--- src/rtl/topk_pkg.sv ---
// Shared constants, FSM state type and width helpers for the top-K row scheduler.
package topk_pkg;

    localparam int K_NUMBER_DEF     = 32;
    localparam int BLOCK_NUMBER_DEF = 16;
    localparam int LOG2_WIDTH_DEF   = 5;
    localparam int DATA_WIDTH_DEF   = 4;
    localparam int INDEX_WIDTH_DEF  = 9;
    localparam int ROW_W_DEF        = 16;

    localparam int ROW_LEN   = BLOCK_NUMBER_DEF << LOG2_WIDTH_DEF;
    localparam int DRAIN_MAX = K_NUMBER_DEF + 4;

    typedef enum logic [2:0] {
        ST_IDLE   = 3'd0,
        ST_CLEAR  = 3'd1,
        ST_FEED   = 3'd2,
        ST_DRAIN  = 3'd3,
        ST_RESULT = 3'd4
    } state_e;

    function automatic int row_len(input int blocks, input int log2w);
        return blocks << log2w;
    endfunction

    function automatic int drain_max(input int k);
        return k + 4;
    endfunction

    // The element index must address exactly one row.
    function automatic bit index_w_ok(input int idx_w, input int row_len_v);
        return idx_w == $clog2(row_len_v);
    endfunction

endpackage

--- src/rtl/topk_sort_ctrl.sv ---
// Row scheduler for the insert-sort top-K engine: feeds one row, waits for the sorter, hands off results.
// Optional perf counters are enabled by defining TOPK_CTRL_PERF_EN.
module topk_sort_ctrl
    import topk_pkg::*;
#(
    parameter int K_NUMBER     = K_NUMBER_DEF,
    parameter int BLOCK_NUMBER = BLOCK_NUMBER_DEF,
    parameter int LOG2_WIDTH   = LOG2_WIDTH_DEF,
    parameter int DATA_WIDTH   = DATA_WIDTH_DEF,
    parameter int INDEX_WIDTH  = INDEX_WIDTH_DEF,
    parameter int ROW_W        = ROW_W_DEF
) (
    input  logic                   clk,
    input  logic                   rst,
    input  logic                   start,
    input  logic [ROW_W-1:0]       cfg_num_rows,
    output logic                   busy,
    output logic                   done,
    input  logic                   s_valid,
    output logic                   s_ready,
    input  logic [DATA_WIDTH-1:0]  s_data,
    input  logic                   s_last,
    output logic                   sort_valid,
    output logic [DATA_WIDTH-1:0]  sort_data,
    output logic [INDEX_WIDTH-1:0] sort_index,
    output logic                   sort_clear,
    output logic                   sort_last_block,
    input  logic                   sort_done,
    output logic                   res_valid,
    input  logic                   res_ready,
    output logic [ROW_W-1:0]       res_row,
`ifdef TOPK_CTRL_PERF_EN
    output logic [31:0]            perf_stall_cycles,
    output logic [31:0]            perf_res_wait,
`endif
    output logic                   err_len,
    output logic                   err_timeout
);

    localparam int ROW_LEN_P   = row_len(BLOCK_NUMBER, LOG2_WIDTH);
    localparam int DRAIN_MAX_P = drain_max(K_NUMBER);
    localparam int DCNT_W      = (DRAIN_MAX_P > 2) ? $clog2(DRAIN_MAX_P) : 1;

    localparam logic [INDEX_WIDTH-1:0] LAST_IDX  = INDEX_WIDTH'(ROW_LEN_P - 1);
    localparam logic [INDEX_WIDTH-1:0] IDX_ONE   = 1;
    localparam logic [DCNT_W-1:0]      DRAIN_END = DCNT_W'(DRAIN_MAX_P - 1);
    localparam logic [DCNT_W-1:0]      DCNT_ONE  = 1;
    localparam logic [ROW_W-1:0]       ROW_ONE   = 1;

    if (!index_w_ok(INDEX_WIDTH, ROW_LEN_P)) begin : g_bad_index_w
        $error("INDEX_WIDTH must equal log2(BLOCK_NUMBER << LOG2_WIDTH)");
    end

    state_e                 state_q;
    logic [INDEX_WIDTH-1:0] elem_cnt_q;
    logic [DCNT_W-1:0]      drain_cnt_q;
    logic [ROW_W-1:0]       row_q;
    logic [ROW_W-1:0]       num_rows_q;
    logic                   done_q;
    logic                   err_len_q;
    logic                   err_timeout_q;
    logic                   hs;
    logic                   at_last;

    assign s_ready         = (state_q == ST_FEED);
    assign hs              = s_valid & s_ready;
    assign at_last         = (elem_cnt_q == LAST_IDX);
    assign sort_valid      = hs;
    assign sort_data       = s_data;
    assign sort_index      = elem_cnt_q;
    assign sort_clear      = (state_q == ST_CLEAR);
    assign sort_last_block = (state_q == ST_DRAIN);
    assign res_valid       = (state_q == ST_RESULT);
    assign res_row         = row_q;
    assign busy            = (state_q != ST_IDLE);
    assign done            = done_q;
    assign err_len         = err_len_q;
    assign err_timeout     = err_timeout_q;

    always_ff @(posedge clk) begin
        if (rst) begin
            state_q       <= ST_IDLE;
            elem_cnt_q    <= '0;
            drain_cnt_q   <= '0;
            row_q         <= '0;
            num_rows_q    <= '0;
            done_q        <= 1'b0;
            err_len_q     <= 1'b0;
            err_timeout_q <= 1'b0;
        end else begin
            done_q <= 1'b0;
            case (state_q)
                ST_IDLE: begin
                    if (start) begin
                        num_rows_q    <= cfg_num_rows;
                        row_q         <= '0;
                        err_len_q     <= 1'b0;
                        err_timeout_q <= 1'b0;
                        if (cfg_num_rows == '0) begin
                            done_q <= 1'b1;
                        end else begin
                            state_q <= ST_CLEAR;
                        end
                    end
                end
                ST_CLEAR: begin
                    elem_cnt_q <= '0;
                    state_q    <= ST_FEED;
                end
                ST_FEED: begin
                    if (hs) begin
                        // Row length is fixed; s_last only flags disagreement, it never ends the row.
                        if (s_last != at_last) begin
                            err_len_q <= 1'b1;
                        end
                        if (at_last) begin
                            drain_cnt_q <= '0;
                            state_q     <= ST_DRAIN;
                        end else begin
                            elem_cnt_q <= elem_cnt_q + IDX_ONE;
                        end
                    end
                end
                ST_DRAIN: begin
                    drain_cnt_q <= drain_cnt_q + DCNT_ONE;
                    if (sort_done) begin
                        state_q <= ST_RESULT;
                    end else if (drain_cnt_q == DRAIN_END) begin
                        err_timeout_q <= 1'b1;
                        state_q       <= ST_RESULT;
                    end
                end
                ST_RESULT: begin
                    if (res_ready) begin
                        if (row_q == num_rows_q - ROW_ONE) begin
                            done_q  <= 1'b1;
                            state_q <= ST_IDLE;
                        end else begin
                            row_q   <= row_q + ROW_ONE;
                            state_q <= ST_CLEAR;
                        end
                    end
                end
                default: state_q <= ST_IDLE;
            endcase
        end
    end

`ifdef TOPK_CTRL_PERF_EN
    logic [31:0] perf_stall_q;
    logic [31:0] perf_wait_q;

    always_ff @(posedge clk) begin
        if (rst || (state_q == ST_IDLE && start)) begin
            perf_stall_q <= '0;
            perf_wait_q  <= '0;
        end else begin
            if (state_q == ST_FEED && !s_valid && perf_stall_q != '1) begin
                perf_stall_q <= perf_stall_q + 32'd1;
            end
            if (state_q == ST_RESULT && !res_ready && perf_wait_q != '1) begin
                perf_wait_q <= perf_wait_q + 32'd1;
            end
        end
    end

    assign perf_stall_cycles = perf_stall_q;
    assign perf_res_wait     = perf_wait_q;
`endif

endmodule

--- config.mk ---
export PLATFORM = sky130hd
export DESIGN_NAME = topk_sort_ctrl
export DESIGN_NICKNAME = d
export VERILOG_FILES = /design/src/rtl/topk_pkg.sv /design/src/rtl/topk_sort_ctrl.sv
export SDC_FILE = /design/constraint.sdc
export NUM_CORES = 1
export LEC_CHECK = 0
export ABC_AREA = 1
export CAP_MARGIN = 20
export CORE_MARGIN = 4
export CORE_UTILIZATION = 30
export DETAILED_ROUTE_END_ITERATION = 10
export MAX_ROUTING_LAYER = met4
export PLACE_DENSITY = 0.57
export RECOVER_POWER = 25
export SYNTH_ARGS = -nofsm -noshare
export SYNTH_HDL_FRONTEND = slang
export SYNTH_SLANG_ARGS = --single-unit
--- constraint.sdc ---
create_clock -name clk -period 3.8 [get_ports clk]
set_input_delay 1.14 -clock clk [delete_from_list [all_inputs] [get_ports clk]]
set_output_delay 1.14 -clock clk [all_outputs]
set_load 0.05 [all_outputs]
# Word-level counts from Yosys, hierarchy flattened
# Cells that the tools add are included.
# Widths: inputs -> output; s select.
[totals] regBits=53 in_bits=27 output_inout_bits=38 word_cells=78
[op_classes] addsub=4 eq_ne=19 muxes=31 bitwise_logic=1 reduce_logical=15
[op_table] operator="$mux 16" count=3
[op_table] operator="$pmux 16 s2" count=1
[op_table] operator="$mux 3" count=7
[op_table] operator="$mux 9" count=2
[op_table] operator="$pmux 9 s2" count=1
[op_table] operator="$add 16x1->16 const B" count=1
[op_table] operator="$eq 16x16->1" count=1
[op_table] operator="$logic_not 16->1" count=1
[op_table] operator="$sub 16x1->16 const B" count=1
[op_table] operator="$pmux 3 s5" count=1
[op_table] operator="$mux 6" count=2
[op_table] operator="$pmux 6 s2" count=1
[op_table] operator="$reduce_and 4->1" count=3
[op_table] operator="$mux 1" count=10
[op_table] operator="$ne 2x1->1 const B" count=5
[op_table] operator="$ne 2x2->1 const B" count=5
[op_table] operator="$reduce_bool 2->1" count=5
[op_table] operator="$add 9x1->9 const B" count=1
[op_table] operator="$eq 9x9->1 const B" count=1
[op_table] operator="$add 6x1->6 const B" count=1
[op_table] operator="$eq 3x2->1 const B" count=2
[op_table] operator="$eq 6x6->1 const B" count=1
[op_table] operator="$pmux 1 s2" count=3
[op_table] operator="$reduce_and 3->1" count=2
[op_table] operator="9 further kinds" count=9

# Depth between registers and ports, before layout
[logic_depth] depth_word=5 mapped_depth=18

# Worst setup path after synthesis
# No wires, ideal clock.
[synth_timing] path_type="input-to-output" startpoint="in s_valid" endpoint="out sort_valid" arrival_ns=1.818 required_ns=2.660 setup_slack_ns=0.842 cell_stages=2 path_cell_list="inv_1 -> nor2_1"
[synth_via] elab_chain_cells=1
[synth_rtl] element="start, declared" line_no="topk_sort_ctrl.sv:19" rtl="input logic s_valid,"
[synth_rtl] element="$and 1x1->1" line_no="topk_sort_ctrl.sv:66" rtl="assign hs = s_valid & s_ready;"
[synth_rtl] element="end, declared" line_no="topk_sort_ctrl.sv:23" rtl="output logic sort_valid,"
# Every way passes these cells.

# Worst setup path in the final report
# Same ends and word-level chain as after synthesis.

==> out/qor_table.md <==
| Quantity | Value | Unit |
|:---|:---|:---|
| Clk network pwr share | 22.9 | % |
| Number of warnings printed during yosys synthesis | 0 | - |
| Rel. slew slack | 50.2 | % |
| Critical path capture point type | primary output | - |
| Path type of the worst min-delay path | flop to flop | - |
| Final slew viol count | 0 | - |
| Proportion of total power due to net switching | 45.4 | % |
| Net switching power | 1.06 | mW |
| Min Clock Period, post-route | 3260 | ps |
| Maximum number of pins on one net before global-route repair | 31 | - |
| HPWL reported at the end of detailed placement | 7190 | microns |
| Slew at the pin with the worst max-slew slack | 745 | ps |
| Crit path launch | s_valid | - |
| Routed Antenna Nets | 0 | - |
| Horizontal extent of the die | 115 | microns |
| CP Capture Point | sort_valid | - |
| Starting density of the core | 31.1 | % |
| Residual DRC count | 0 | - |
| CTS HTree Levels | 2 | - |
| Sequential share of the synthesized area | 31.1 | % |
| Ordered cell list for the critical path | dlygate4sd3_1 > inv_1 > nor2_1 > buf_12 | - |
| Fraction of final layout cells sized beyond drive strength 1 | 10.7 | % |
| Total number of cells along the worst setup path | 4 | - |
| Worst clock skew | 8.32 | ps |
| # Post-CTS Setup Buffers | 0 | - |
| Crit path buffers/inverters | 3 | - |
| Biggest cell delay along the critical path | 570 | ps |
| Startpoint type of the worst setup path | input port | - |
| Synthesized cell area | 0.00341 | sq mm |
| Leakage power summed over all cells | 1.55 | nW |
| Initial DRC Count | 171 | - |
| Clock tree root buffer cell | clkbuf_16 | - |
| Antenna violations before repair | 0 | - |
| Worst-path clk slew | 70 | ps |
| Worst ir drop on vdd | 0.378 | mV |
| Number of hold-repair buffers added at the cts stage | 0 | - |
| Routed wirelength normalized by instance count | 13.1 | microns |
| Routed via count | 3298 | - |
| Class of the most critical setup path | input port to primary output | - |
| Synthesized area per cell | 6.84 | sq um |
| Count of unique library cells instantiated by Yosys | 41 | - |
| Std-Cell Rows | 38 | - |
| Share of the synthesized area in the top cell type | 31.1 | % |
| Fraction of registers with async set/reset | 0 | % |
| Ratio of routed vias to standard cells | 4.79 | - |
| TritonCTS clock tree | yes | - |
| Final hold violation count | 0 | - |
| Crit-path slowest cell | dlygate4sd3_1 | - |
| Sequential fraction of design power | 29.6 | % |
| Final net count | 580 | - |
| Die ar. | 0.0131 | sq mm |
| Final std cell area, no fill | 0.00423 | sq mm |
| Global-route wire length before repair | 15400 | microns |
| Final worst path period share | 85.8 | % |
| Largest cells by area after synthesis | dfxtp_1, nand2_1, nor2_1, nand3_1, xor2_1 | - |
| Via count of the first global-routing pass | 3116 | - |
| Result of the run | finished clean | - |
| TritonCTS buffer count | 5 | - |
| Placed inst area | 0.00408 | sq mm |
| Core Region | 0.0110 | sq mm |
| Cell type contributing the most total cell area after synthesis | dfxtp_1 | - |
| Post-synth net total | 531 | - |
| Achievable Freq | 0.307 | GHz |
| Final setup violation count | 0 | - |
| Setup TNS | 0 | ps |
| Num Clock Sinks | 53 | - |
| Reg2reg path depth | 14 | - |
| Worst setup slack for register-to-register paths | 1030 | ps |
| Setup WS post-layout | 539 | ps |
| Total track usage | 14.8 | % |
| Number of gates resized after cts | 0 | - |
| R2R Path End | res_row[15]$_SDFFE_PP0P_ | - |
| Crit Path Max Fanout | 3 | - |
| Final Routed Wirelength | 9040 | microns |
| Clock Path Buffers | 2 | - |
| Areal power density over the cells | 554 | mW/mm^2 |
| Max-Cap Viols | 0 | - |
| Vert. Die Dim | 115 | microns |
| Final global-route overflow total | 0 | - |
| Synth-to-Final Area Change | 23.9 | % |
| Data required time of the critical path | 2660 | ps |
| Count of antenna diodes in the layout | 0 | - |
| Placement Setup Slack | 624 | ps |
| Most instantiated flip-flop cell in the synthesis netlist | dfxtp_1 | - |
| Leading post-synthesis cells by instance count | nand2_1, nor2_1, dfxtp_1, inv_1, nand3_1 | - |
| Cell family with the largest share of critical-path delay | buffers and inverters | - |
| Worst flop-to-flop path startpoint | num_rows_q[0]$_SDFFE_PP0P_ | - |
| Clk_lat worst skew | 300 | ps |
| Instance count after placement with tap cells included | 681 | - |
| Weighted congestion at the end of routability-driven global placement | 0.887 | - |
| Most frequent cell after synthesis | nand2_1 | - |
| Initial DRT Pass Iterations | 4 | - |
| EDFF count, synth | 0 | - |
| Setup repair after global routing missed its margin | false | - |
| Relative contribution of combinational cells to total power | 47.6 | % |
| Arrival time of data at the critical path endpoint | 2120 | ps |
| Internal Power | 1.28 | mW |
| Count of buffers inserted at the top-level ports | 56 | - |
| Flip-flop and latch count after synthesis | 53 | - |
| Non-filler instance count after layout | 689 | - |
| Number of instances in the synthesized netlist | 499 | - |
| Number of primary I/O pins | 65 | - |
[cell usage in the layout, fill, tap and decap left out, drive strengths merged]
| master | n |
|---|---|
| nand3 | 45 |
| xor2 | 24 |
| o211ai | 1 |
| and3 | 2 |
| o22ai | 1 |
| and2 | 1 |
| ha | 5 |
| a21oi | 46 |
| or2 | 3 |
| buf | 3 |
| clkbuf | 6 |
| nor2 | 73 |
| o21ai | 22 |
| clkdlybuf4s50 | 53 |
| inv | 58 |
| xnor2 | 3 |
| clkinvlp | 1 |
| dfxtp | 53 |
| nand4 | 4 |
| dlygate4sd3 | 2 |
| nand3b | 2 |
| xnor3 | 1 |
| nor3b | 6 |
| nor3 | 14 |
| a211oi | 1 |
| nor4 | 6 |
| nand2 | 111 |
| bufinv | 1 |
| clkinv | 1 |
[layer usage]
metal / wire length, microns / share of wire [%] / up-vias / track usage (%)
li1: - / - / 1701 / -
met1: 4540 / 50 / 1521 / 20.6
met2: 4040 / 45 / 69 / 22.7
met3: 389 / 4.3 / 7 / 2.43
met4: 73 / 0.81 / 0 / 2.85
met5: 0 / 0 / - / -
[final cells by class]
cell class / count / area [sq um]
clock inverters: 3 / 46.3
repair buffers: 59 / 589
multi-input cells: 371 / 2010
well taps: 140 / 175
inverters: 58 / 218
clock buffers: 5 / 125
flip-flops and latches: 53 / 1060
fillers: 1175 / 6760
[flip-flops by register name, indices dropped and copies added, names as in the netlist]
signal / count
drain_cnt_q: 6
state_q: 3
res_row: 16
num_rows_q: 16
err_len: 1
done: 1
sort_index: 9
err_timeout: 1
[power by group through the flow]
| stage | combinational, mW | clock, mW | sequential, mW |
|---|---|---|---|
| after floorplan | 0.927 | 0 | 0.704 |
| after global placement | 1.13 | 0 | 0.705 |
| after detailed placement | 1.15 | 0 | 0.706 |
| after CTS | 1.15 | 0.550 | 0.694 |
| after global routing | 1.26 | 0.574 | 0.704 |
| final | 1.11 | 0.536 | 0.693 |
[how the worst min path moves through the flow]
stage                                 from                           to  cells past startpoint
2_1_floorplan  num_rows_q[15]$_SDFFE_PP0P_  num_rows_q[15]$_SDFFE_PP0P_                      2
3_3_place_gp          err_len$_SDFFE_PP0P_         err_len$_SDFFE_PP0P_                      2
5_1_grt           err_timeout$_SDFFE_PP0P_     err_timeout$_SDFFE_PP0P_                      2
3_5_place_dp      err_timeout$_SDFFE_PP0P_     err_timeout$_SDFFE_PP0P_                      2
6_report          err_timeout$_SDFFE_PP0P_     err_timeout$_SDFFE_PP0P_                      2
4_1_cts           err_timeout$_SDFFE_PP0P_     err_timeout$_SDFFE_PP0P_                      2
[worst min-delay path, cell delays in order, from the launching register on]
cell     delay (ps)
dfxtp_1         320
nand2_1          60
a21oi_1          50
[logic make-up after synthesis]
kind of cell / Yosys count / synth area share, %
flip-flops: 53 / 31.1
XOR/XNOR: 28 / 7.59
adder cells (fa/ha/maj): 5 / 1.83
AO/OA/AOI/OAI: 71 / 11.7
buffers and inverters: 75 / 9.31
AND/OR/NAND/NOR: 267 / 38.5
[metrics by stage]
step / util (%) / hold slack (ps) / total power [mW]
global placement: 37.2 / 457 / 1.84
floorplan: - / 453 / 1.63
finish: 38.5 / 474 / 2.34
CTS: 38.7 / 480 / 2.39
global route: 38.5 / 500 / 2.54
detailed placement: 37.2 / 463 / 1.85
Note: power is estimated with default switching activity, not from simulation.
